==> src/rtl/cdr_lock_controller_pkg.sv <==
// Shared types and default thresholds for the CDR lock sequencer.
// Imported by the sequencer top and by the error-window compare.
package cdr_lock_controller_pkg;

  localparam int GAIN_W = 4;
  localparam int ERR_W_DEF = 8;
  localparam int LOCK_THRESH_DEF = 2;
  localparam int UNLOCK_THRESH_DEF = 6;
  localparam int ACQ_QUAL_DEF = 16;
  localparam int LOCK_CYCLES_DEF = 64;
  localparam int UNLOCK_CYCLES_DEF = 16;
  localparam int ACQ_TIMEOUT_DEF = 4096;

  typedef enum logic [2:0] {
    ST_IDLE    = 3'd0,
    ST_CLEAR   = 3'd1,
    ST_ACQUIRE = 3'd2,
    ST_TRACK   = 3'd3,
    ST_LOCKED  = 3'd4
  } cdr_state_e;

  function automatic int max2(input int a, input int b);
    return (a > b) ? a : b;
  endfunction

endpackage

==> src/rtl/cdr_lock_controller_err_window.sv <==
// Phase error magnitude and window compares for the lock sequencer.
// Magnitude is one bit wider than the error so the most negative code fits.
module cdr_err_window
  import cdr_lock_controller_pkg::*;
#(
  parameter int ERR_W = ERR_W_DEF,
  parameter int LOCK_THRESH = LOCK_THRESH_DEF,
  parameter int UNLOCK_THRESH = UNLOCK_THRESH_DEF
) (
  input  logic signed [ERR_W-1:0] phase_error,
  output logic        [ERR_W:0]   err_mag,
  output logic                    in_win,
  output logic                    abort
);

  logic signed [ERR_W:0] err_ext;

  assign err_ext = {phase_error[ERR_W-1], phase_error};

  always_comb begin
    err_mag = err_ext;
    if (err_ext < 0) err_mag = -err_ext;
  end

  assign in_win = err_mag <= (ERR_W+1)'(LOCK_THRESH);
  assign abort  = err_mag >  (ERR_W+1)'(UNLOCK_THRESH);

endmodule

==> src/rtl/cdr_lock_controller.sv <==
// CDR acquisition/lock sequencer: picks loop-filter gains, clears the
// integrator on (re)acquisition and declares lock with hysteresis.
module cdr_lock_controller
  import cdr_lock_controller_pkg::*;
#(
  parameter int ERR_W = ERR_W_DEF,
  parameter int LOCK_THRESH = LOCK_THRESH_DEF,
  parameter int UNLOCK_THRESH = UNLOCK_THRESH_DEF,
  parameter int ACQ_QUAL = ACQ_QUAL_DEF,
  parameter int LOCK_CYCLES = LOCK_CYCLES_DEF,
  parameter int UNLOCK_CYCLES = UNLOCK_CYCLES_DEF,
  parameter int ACQ_TIMEOUT = ACQ_TIMEOUT_DEF,
  parameter logic [GAIN_W-1:0] KP_ACQ = 4'd2,
  parameter logic [GAIN_W-1:0] KI_ACQ = 4'd4,
  parameter logic [GAIN_W-1:0] KP_TRK = 4'd4,
  parameter logic [GAIN_W-1:0] KI_TRK = 4'd8
) (
  input  logic                    clk,
  input  logic                    reset,
  input  logic                    enable,
  input  logic                    err_valid,
  input  logic signed [ERR_W-1:0] phase_error,
  output logic [GAIN_W-1:0]       kp_shift,
  output logic [GAIN_W-1:0]       ki_shift,
  output logic                    lf_clear,
  output logic                    locked,
  output logic [2:0]              state_out,
  output logic                    acq_timeout,
  output logic [7:0]              relock_count
);

  localparam int IN_W  = $clog2(max2(ACQ_QUAL, LOCK_CYCLES) + 1);
  localparam int OUT_W = $clog2(UNLOCK_CYCLES + 1);
  localparam int TMO_W = $clog2(ACQ_TIMEOUT + 1);

  localparam logic [IN_W-1:0]  IN_QUAL = IN_W'(ACQ_QUAL - 1);
  localparam logic [IN_W-1:0]  IN_LOCK = IN_W'(LOCK_CYCLES - 1);
  localparam logic [OUT_W-1:0] OUT_END = OUT_W'(UNLOCK_CYCLES - 1);
  localparam logic [TMO_W-1:0] TMO_END = TMO_W'(ACQ_TIMEOUT - 1);

  cdr_state_e state, state_d;
  logic [IN_W-1:0]  in_cnt, in_d;
  logic [OUT_W-1:0] out_cnt, out_d;
  logic [TMO_W-1:0] tmo_cnt, tmo_d;
  logic [7:0]       relock_d;
  logic             tmo_hit;
  logic [ERR_W:0]   err_mag;
  logic             in_win, abort;

  cdr_err_window #(
    .ERR_W(ERR_W),
    .LOCK_THRESH(LOCK_THRESH),
    .UNLOCK_THRESH(UNLOCK_THRESH)
  ) u_win (
    .phase_error(phase_error),
    .err_mag(err_mag),
    .in_win(in_win),
    .abort(abort)
  );

  always_comb begin
    state_d  = state;
    in_d     = in_cnt;
    out_d    = out_cnt;
    tmo_d    = tmo_cnt;
    relock_d = relock_count;
    tmo_hit  = 1'b0;
    if (!enable) begin
      state_d = ST_IDLE;
      in_d    = '0;
      out_d   = '0;
      tmo_d   = '0;
    end else begin
      unique case (state)
        ST_IDLE: state_d = ST_CLEAR;
        ST_CLEAR: begin
          in_d    = '0;
          out_d   = '0;
          tmo_d   = '0;
          state_d = ST_ACQUIRE;
        end
        ST_ACQUIRE: begin
          if (tmo_cnt != TMO_END) tmo_d = tmo_cnt + 1'b1;
          if (err_valid) begin
            if (!in_win) in_d = '0;
            else if (!(&in_cnt)) in_d = in_cnt + 1'b1;
          end
          // qualification beats a coincident timeout
          if (err_valid && in_win && in_cnt >= IN_QUAL) begin
            state_d = ST_TRACK;
            in_d    = '0;
            tmo_d   = '0;
          end else if (tmo_cnt >= TMO_END) begin
            state_d = ST_CLEAR;
            tmo_hit = 1'b1;
          end
        end
        ST_TRACK: begin
          if (err_valid) begin
            if (abort) begin
              state_d = ST_ACQUIRE;
              in_d    = '0;
              tmo_d   = '0;
            end else if (!in_win) begin
              in_d = '0;
            end else if (in_cnt >= IN_LOCK) begin
              state_d = ST_LOCKED;
              in_d    = '0;
              out_d   = '0;
            end else begin
              in_d = in_cnt + 1'b1;
            end
          end
        end
        ST_LOCKED: begin
          if (err_valid) begin
            if (in_win) begin
              out_d = '0;
            end else if (out_cnt >= OUT_END) begin
              state_d = ST_ACQUIRE;
              out_d   = '0;
              in_d    = '0;
              tmo_d   = '0;
              if (!(&relock_count)) relock_d = relock_count + 1'b1;
            end else begin
              out_d = out_cnt + 1'b1;
            end
          end
        end
        default: state_d = ST_IDLE;
      endcase
    end
  end

  always_ff @(posedge clk) begin
    if (!reset) begin
      state        <= ST_IDLE;
      in_cnt       <= '0;
      out_cnt      <= '0;
      tmo_cnt      <= '0;
      relock_count <= '0;
      kp_shift     <= KP_ACQ;
      ki_shift     <= KI_ACQ;
      lf_clear     <= 1'b0;
      locked       <= 1'b0;
      acq_timeout  <= 1'b0;
    end else begin
      state        <= state_d;
      in_cnt       <= in_d;
      out_cnt      <= out_d;
      tmo_cnt      <= tmo_d;
      relock_count <= relock_d;
      lf_clear     <= state_d == ST_CLEAR;
      locked       <= state_d == ST_LOCKED;
      acq_timeout  <= tmo_hit;
      if (state_d == ST_TRACK || state_d == ST_LOCKED) begin
        kp_shift <= KP_TRK;
        ki_shift <= KI_TRK;
      end else begin
        kp_shift <= KP_ACQ;
        ki_shift <= KI_ACQ;
      end
    end
  end

  assign state_out = state;

endmodule

==> config.mk <==
export PLATFORM = sky130hd
export DESIGN_NAME = cdr_lock_controller
export DESIGN_NICKNAME = d
export VERILOG_FILES = /design/src/rtl/cdr_lock_controller_pkg.sv /design/src/rtl/cdr_lock_controller_err_window.sv /design/src/rtl/cdr_lock_controller.sv
export SDC_FILE = /design/constraint.sdc
export NUM_CORES = 1
export LEC_CHECK = 0
export ABC_CLOCK_PERIOD_IN_PS = 2400
export CAP_MARGIN = 40
export CORE_MARGIN = 10
export CORE_UTILIZATION = 35
export CTS_CLUSTER_DIAMETER = 30
export DETAILED_ROUTE_END_ITERATION = 6
export PLACE_DENSITY = 0.68
export SLEW_MARGIN = 5
export SYNTH_ARGS = -nofsm -noshare
export SYNTH_HDL_FRONTEND = slang
export SYNTH_SLANG_ARGS = --single-unit
==> constraint.sdc <==
create_clock -name clk -period 2.4 [get_ports clk]
set_clock_uncertainty 0.1 [all_clocks]
set_input_delay 0.24 -clock clk [delete_from_list [all_inputs] [get_ports clk]]
set_output_delay 0.24 -clock clk [all_outputs]
set_load 0.01 [all_outputs]
======== After elaboration in Yosys (flattened, before gate mapping) ========
Index checks and enable logic that the tools add are counted.
storage, ports and cells
  register bits ........................... 47
  input bits .............................. 12
  output and inout port bits .............. 22
  word-level logic and storage cells ...... 103
cells by class
  add/sub/neg operators ................... 5
  order comparisons ....................... 7
  equal/unequal tests ..................... 19
  mux-type cells .......................... 43
  bitwise logic cells ..................... 5
  reductions and logical operators ........ 14
operator list
  cell                   count
  $mux 13                7
  $mux 7                 11
  $pmux 13 s4            1
  $mux 5                 7
  $mux 3                 11
  $pmux 7 s4             1
  $reduce_and 7->1       3
  $ne 2x2->1 const B     8
  $pmux 3 s5             1
  $pmux 5 s3             1
  $add 13x1->13 const B  1
  $ge 13x12->1 const B   1
  $ne 13x12->1 const B   1
  $reduce_and 6->1       2
  $eq 3x2->1 const B     3
  $gt 9x3->1 const B     1
  $le 9x2->1 const B     1
  $mux 9                 1
  $neg 8->9              1
  $add 8x1->8 const B    1
  $lt 8x1->1 const B     1
  $reduce_and 8->1       1
  $add 7x1->7 const B    1
  $ge 7x4->1 const B     1
  other kinds (17)       25

======== Longest topological paths before layout ========
Gate-level depths: netlist of run 1.
  depth after elaboration ................. 11
  gate-level depth with buffers ........... 11
  mapped depth without buffers ............ 9

======== Hierarchy ========
A second synthesis of run 1 with hierarchy kept.
unflattened totals
  cell total of the unflattened synthesis .. 314
  area total of the unflattened synthesis .. 2635.0 um2
by module, submodules not included
  module               instances  cells an instance  area an instance (um2)
  cdr_lock_controller  1          273                2354.8
  cdr_err_window       1          41                 280.3

======== Worst setup path before layout of run 1 ========
Ideal clock, no wire load.
  path type ............................... input -> register
  from .................................... input phase_error[0]
  to ...................................... register tmo_cnt[6]
  arrival ................................. 2.228 ns
  path slack .............................. 0.002 ns
  stages .................................. 10
  buffers on the path ..................... 1
  path through ............................ inv_1 > ha_1 > and2_1 > o21ai_2 > nor3b_1 > a31oi_1 > a211o_1 > buf_6 > or3_1 > a21oi_1
on the way
  longest elaborated chain between the ends .. 7
  elaborated cells between the ends (all ways) .. 13
  classes of those cells .................. 1 x add/sub; 3 x order compare; 3 x eq/ne; 3 x mux; 3 x reduce/logical
ends and longest elaborated chain
  element                                                                  line                                  source
  start: declaration                                                       cdr_lock_controller.sv:22             input logic signed [ERR_W-1:0] phase_error,
  $neg 8->9 / $lt 8x1->1 (equally long branches)                           cdr_lock_controller_err_window.sv:22  if (err_ext < 0) err_mag = -err_ext;
  $mux 9 (*)                                                               cdr_lock_controller_err_window.sv:22
  $le 9x2->1                                                               cdr_lock_controller_err_window.sv:25  assign in_win = err_mag <= (ERR_W+1)'(LOCK_THRESH);
  $logic_and 1x1->1 (2 in a row)                                           cdr_lock_controller.sv:89             if (err_valid && in_win && in_cnt >= IN_QUAL) begin
  $ne 3x3->1 (no source line) / $mux 13 (equally long branches)            -
  $reduce_and 7->1 (no source line) / $pmux 13 s4 (equally long branches)  -
  end signal: assignment                                                   cdr_lock_controller.sv:151            tmo_cnt <= tmo_d;
  end: declaration                                                         cdr_lock_controller.sv:44             logic [TMO_W-1:0] tmo_cnt, tmo_d;
Mark *: on every way between the ends. The rest lies on a longest branch, timed or not.
A chain may end at the register's enable or synchronous reset.

======== Final worst setup path of run 1 ========
  from .................................... register out_cnt[1]
  to ...................................... register tmo_cnt[3]
on the way
  longest elaborated chain between the ends .. 3
ends and longest elaborated chain
  element                            line                        source
  start: declaration                 cdr_lock_controller.sv:43   logic [OUT_W-1:0] out_cnt, out_d;
  start signal: assignment           cdr_lock_controller.sv:150  out_cnt <= out_d;
  $ge 5x4->1                         cdr_lock_controller.sv:119  end else if (out_cnt >= OUT_END) begin
  $ne 2x2->1 (no source line)        -
  $reduce_and 7->1 (no source line)  -
Every way passes these cells.

==> results of run 1 <==
-- where the power goes --
part / leakage (nW) / internal (mW) / total [mW] / switching [mW]
registers: 0.333 / 0.683 / 0.688 / 0.00405
logic: 1.02 / 0.125 / 0.246 / 0.120
clock network: 0.0687 / 0.419 / 0.685 / 0.266
-- what timing repair did --
action	4_1_cts	5_1_grt
pin swaps	14	25
resized for setup	37	44
cloned	2	0
setup endpoints to repair	39	27
setup buffers	5	2
-- layout make-up --
class / instances / share of cell area
clock inverters: 3 / 0.0186
well taps: 96 / 0.0325
multi-input cells: 238 / 0.486
clock buffers: 5 / 0.0186
repair buffers: 86 / 0.213
inverters: 7 / 0.00710
flip-flops and latches: 41 / 0.223
-- cell usage in the layout (no fill, tap or decap), types with 3 or more instances in the layout --
cell type        Yosys  routed
a211oi_1             6       6
a21o_1               4       3
a21oi_1             23      15
a21oi_2              0       8
a31o_2               5       4
a41oi_1              4       3
and2_1              14      13
and3_1              12       9
and3_4               0       3
buf_4                7      52
clkbuf_8             0       5
clkdlybuf4s50_1      0      24
conb_1               1       4
dfxtp_1             41      36
dfxtp_2              0       5
dlygate4sd2_1        0       4
ha_4                 0       3
inv_1                7       6
nand2_1             24      24
nand3_1             18      18
nand3b_1             5       5
nand4_1              7       7
nor2_1              11      10
nor3_1               9       8
nor4_1               3       3
o21ai_0             18      10
o21ai_1              2       7
o21ai_2              1       3
or3_1               10       3
or3_4                0       7
xor2_1               7       7
-- how the worst min path moves through the flow --
| stage | startpoint | to | slack [ns] | depth (start not counted) |
|---|---|---|---|---|
| final | tmo_cnt[10] | tmo_cnt[10] | 0.40 | 2 |
| after global routing | tmo_cnt[10] | tmo_cnt[10] | 0.44 | 2 |
| after CTS | tmo_cnt[1] | tmo_cnt[1] | 0.39 | 2 |
| after detailed placement | tmo_cnt[1] | tmo_cnt[1] | 0.38 | 2 |
| after global placement | tmo_cnt[5] | tmo_cnt[5] | 0.37 | 2 |
| after floorplan | tmo_cnt[5] | tmo_cnt[5] | 0.35 | 2 |
-- critical path: stages, from the launching register on --
cell and delay (ns):
dfxtp_2 0.36, ha_4 0.14, and3_4 0.19, ha_4 0.12
a211o_1 0.12, and4_4 0.22, o31ai_4 0.09, a211o_4 0.39
buf_12 0.14, or3_4 0.32, a21oi_2 0.13
-- per-layer routing --
metal,global-route usage,up-vias,share of wire,wire (um)
met2,0.206,58,0.49,3430
met1,0.149,1228,0.44,3100
met5,0,-,0,0
li1,-,1292,-,-
met4,0.0378,0,0.010,72
met3,0.0384,8,0.058,409
-- cell families (layout without fill, tap and decap cells) --
| kind of cell | Yosys count | after routing | synth area share |
|---|---|---|---|
| XOR/XNOR | 7 | 7 | 0.0250 |
| AND/OR/NAND/NOR | 134 | 134 | 0.310 |
| flip-flops | 41 | 41 | 0.335 |
| other | 1 | 4 | 0.00153 |
| adder cells (fa/ha/maj) | 6 | 6 | 0.0306 |
| buffers and inverters | 26 | 101 | 0.0551 |
| multiplexers | 1 | 1 | 0.00408 |
| AO/OA/AOI/OAI | 86 | 86 | 0.238 |
-- state kept, by name, summed over array words and instances, names as in the netlist, 2 cells and up --
name / count
out_cnt: 5
state_out: 3
in_cnt: 7
relock_count: 8
tmo_cnt: 13
kp_shift: 2
-- metrics by stage --
| step | setup slack [ns] | area (um^2) |
|---|---|---|
| 3_3_place_gp | -0.529 | 3160 |
| 6_report | 0.0111 | 3700 |
| 4_1_cts | 0.0109 | 3520 |
| 5_1_grt | -0.0624 | 3700 |
| 2_1_floorplan | 0.00174 | 2460 |
| 3_5_place_dp | -0.622 | 3160 |
==> flow_metrics.env, run 1 <==
export IMPL_status="completed"
export IMPL_synth_cell_types=57
export IMPL_syn_inst=302
export IMPL_post_drt_wl_per_cell_um=14.7
export IMPL_crit_end="tmo_cnt[3]"
export IMPL_required_ns=2.54
export IMPL_ys_async_sr_fraction=0
export IMPL_cts_made_buffers=5
export IMPL_max_cap_violations=0
export IMPL_clock_sinks=41
export IMPL_utilization=0.545
export IMPL_first_pass_iters=4
export IMPL_wirelength_um=7010
export IMPL_power_density_nw_per_um2=437
export IMPL_io_pins=34
export IMPL_hold_slack_ns=0.398
export IMPL_grt_use_total=0.124
export IMPL_synth_edf_count=0
export IMPL_p_total_mw=1.62
export IMPL_worst_setup_path_type="register to register"
export IMPL_reg2reg_from="out_cnt[1]"
export IMPL_viasPerCell=5.43
export IMPL_regArea_um2=827
export IMPL_rows=30
export IMPL_final_nets=397
export IMPL_synth_top_area_share=0.335
export IMPL_grt_max_degree=15
export IMPL_cts_root_buffer="clkbuf_8"
export IMPL_hpwl_um=4870
export IMPL_port_buffers=29
export IMPL_coreArea_um2=6790
export IMPL_clock_latency_ns=0.30
export IMPL_startpoint="out_cnt[1]"
export IMPL_multi_input_area_um2=1800
export IMPL_rsz0062_at_grt="true"
export IMPL_n_antenna_cell=0
export IMPL_drc=0
export IMPL_area_growth_pct=51.0
export IMPL_cts_max_path_buffers=2
export IMPL_hold_viol=0
export IMPL_worstMarginPinSlew_ns=0.496
export IMPL_avgSynthCellArea_um2=8.12
export IMPL_critPathMaxFanout=5
export IMPL_ys_seq_area_frac=0.335
export IMPL_drt_iter0_markers=149
export IMPL_die_x_um=104
export IMPL_grt_antenna_before_repair=0
export IMPL_die_h_um=104
export IMPL_drive_gt1_frac=0.342
export IMPL_die_area_um2=10800
export IMPL_grt_ovfl_total=0
export IMPL_critPathCaptureType="register"
export IMPL_post_synth_top_count_cell="dfxtp_1"
export IMPL_initial_core_util=0.361
export IMPL_maxClockFrequency_ghz=0.419
export IMPL_ys_seq_elements=41
export IMPL_first_global_vias=2452
export IMPL_hold_path_class="register to register"
export IMPL_synth_area_leader_cell="dfxtp_1"
export IMPL_start_kind="register"
export IMPL_syn_area_um2=2450
export IMPL_peakVddDrop_uv=271
export IMPL_reg2reg_setup_slack_ns=0.01
export IMPL_htreeDepth=2
export IMPL_period_share=0.995
export IMPL_dp_cells=460
export IMPL_ant_nets=0
export IMPL_p_leak_nw=1.42
export IMPL_final_cells=476
export IMPL_arrival_ns=2.53
export IMPL_rr_worst_depth=10
export IMPL_cts_tree="built"
export IMPL_n_fill_cell=616
export IMPL_layout_min_cycle_time_ns=2.39
export IMPL_grt_pass1_wl_um=11500
export IMPL_ctsHoldBuffers=0
export IMPL_slew_headroom=0.667
export IMPL_gp_congestion=0.859
export IMPL_clk_pin_slew_worst_paths_ns=0.09
export IMPL_tns_ns=0
export IMPL_synth_area_leaders="dfxtp_1 33%, a21oi_1 4.7%, nand3_1 3.7%"
export IMPL_dr_total_vias=2586
export IMPL_synth_common_cells="41 x dfxtp_1, 24 x nand2_1, 23 x a21oi_1"
export IMPL_ys_flop_type="dfxtp_1"
export IMPL_rr_endpoint="tmo_cnt[3]"
export IMPL_finalSetupViolations=0
export IMPL_ys_warn_count=0
export IMPL_drv_slew=0
(Power assumes the default switching activity.)
==> run 2, diff against run 1 <==
--- a/config.mk
+++ b/config.mk
@@ -12,7 +12,7 @@
 export CTS_CLUSTER_DIAMETER = 30
 export DETAILED_ROUTE_END_ITERATION = 6
 export PLACE_DENSITY = 0.68
-export SLEW_MARGIN = 5
+export SLEW_MARGIN = 15
 export SYNTH_ARGS = -nofsm -noshare
 export SYNTH_HDL_FRONTEND = slang
 export SYNTH_SLANG_ARGS = --single-unit
==> results of run 2 <==
Final layout, timing and power as in run 1 (identical DEF).
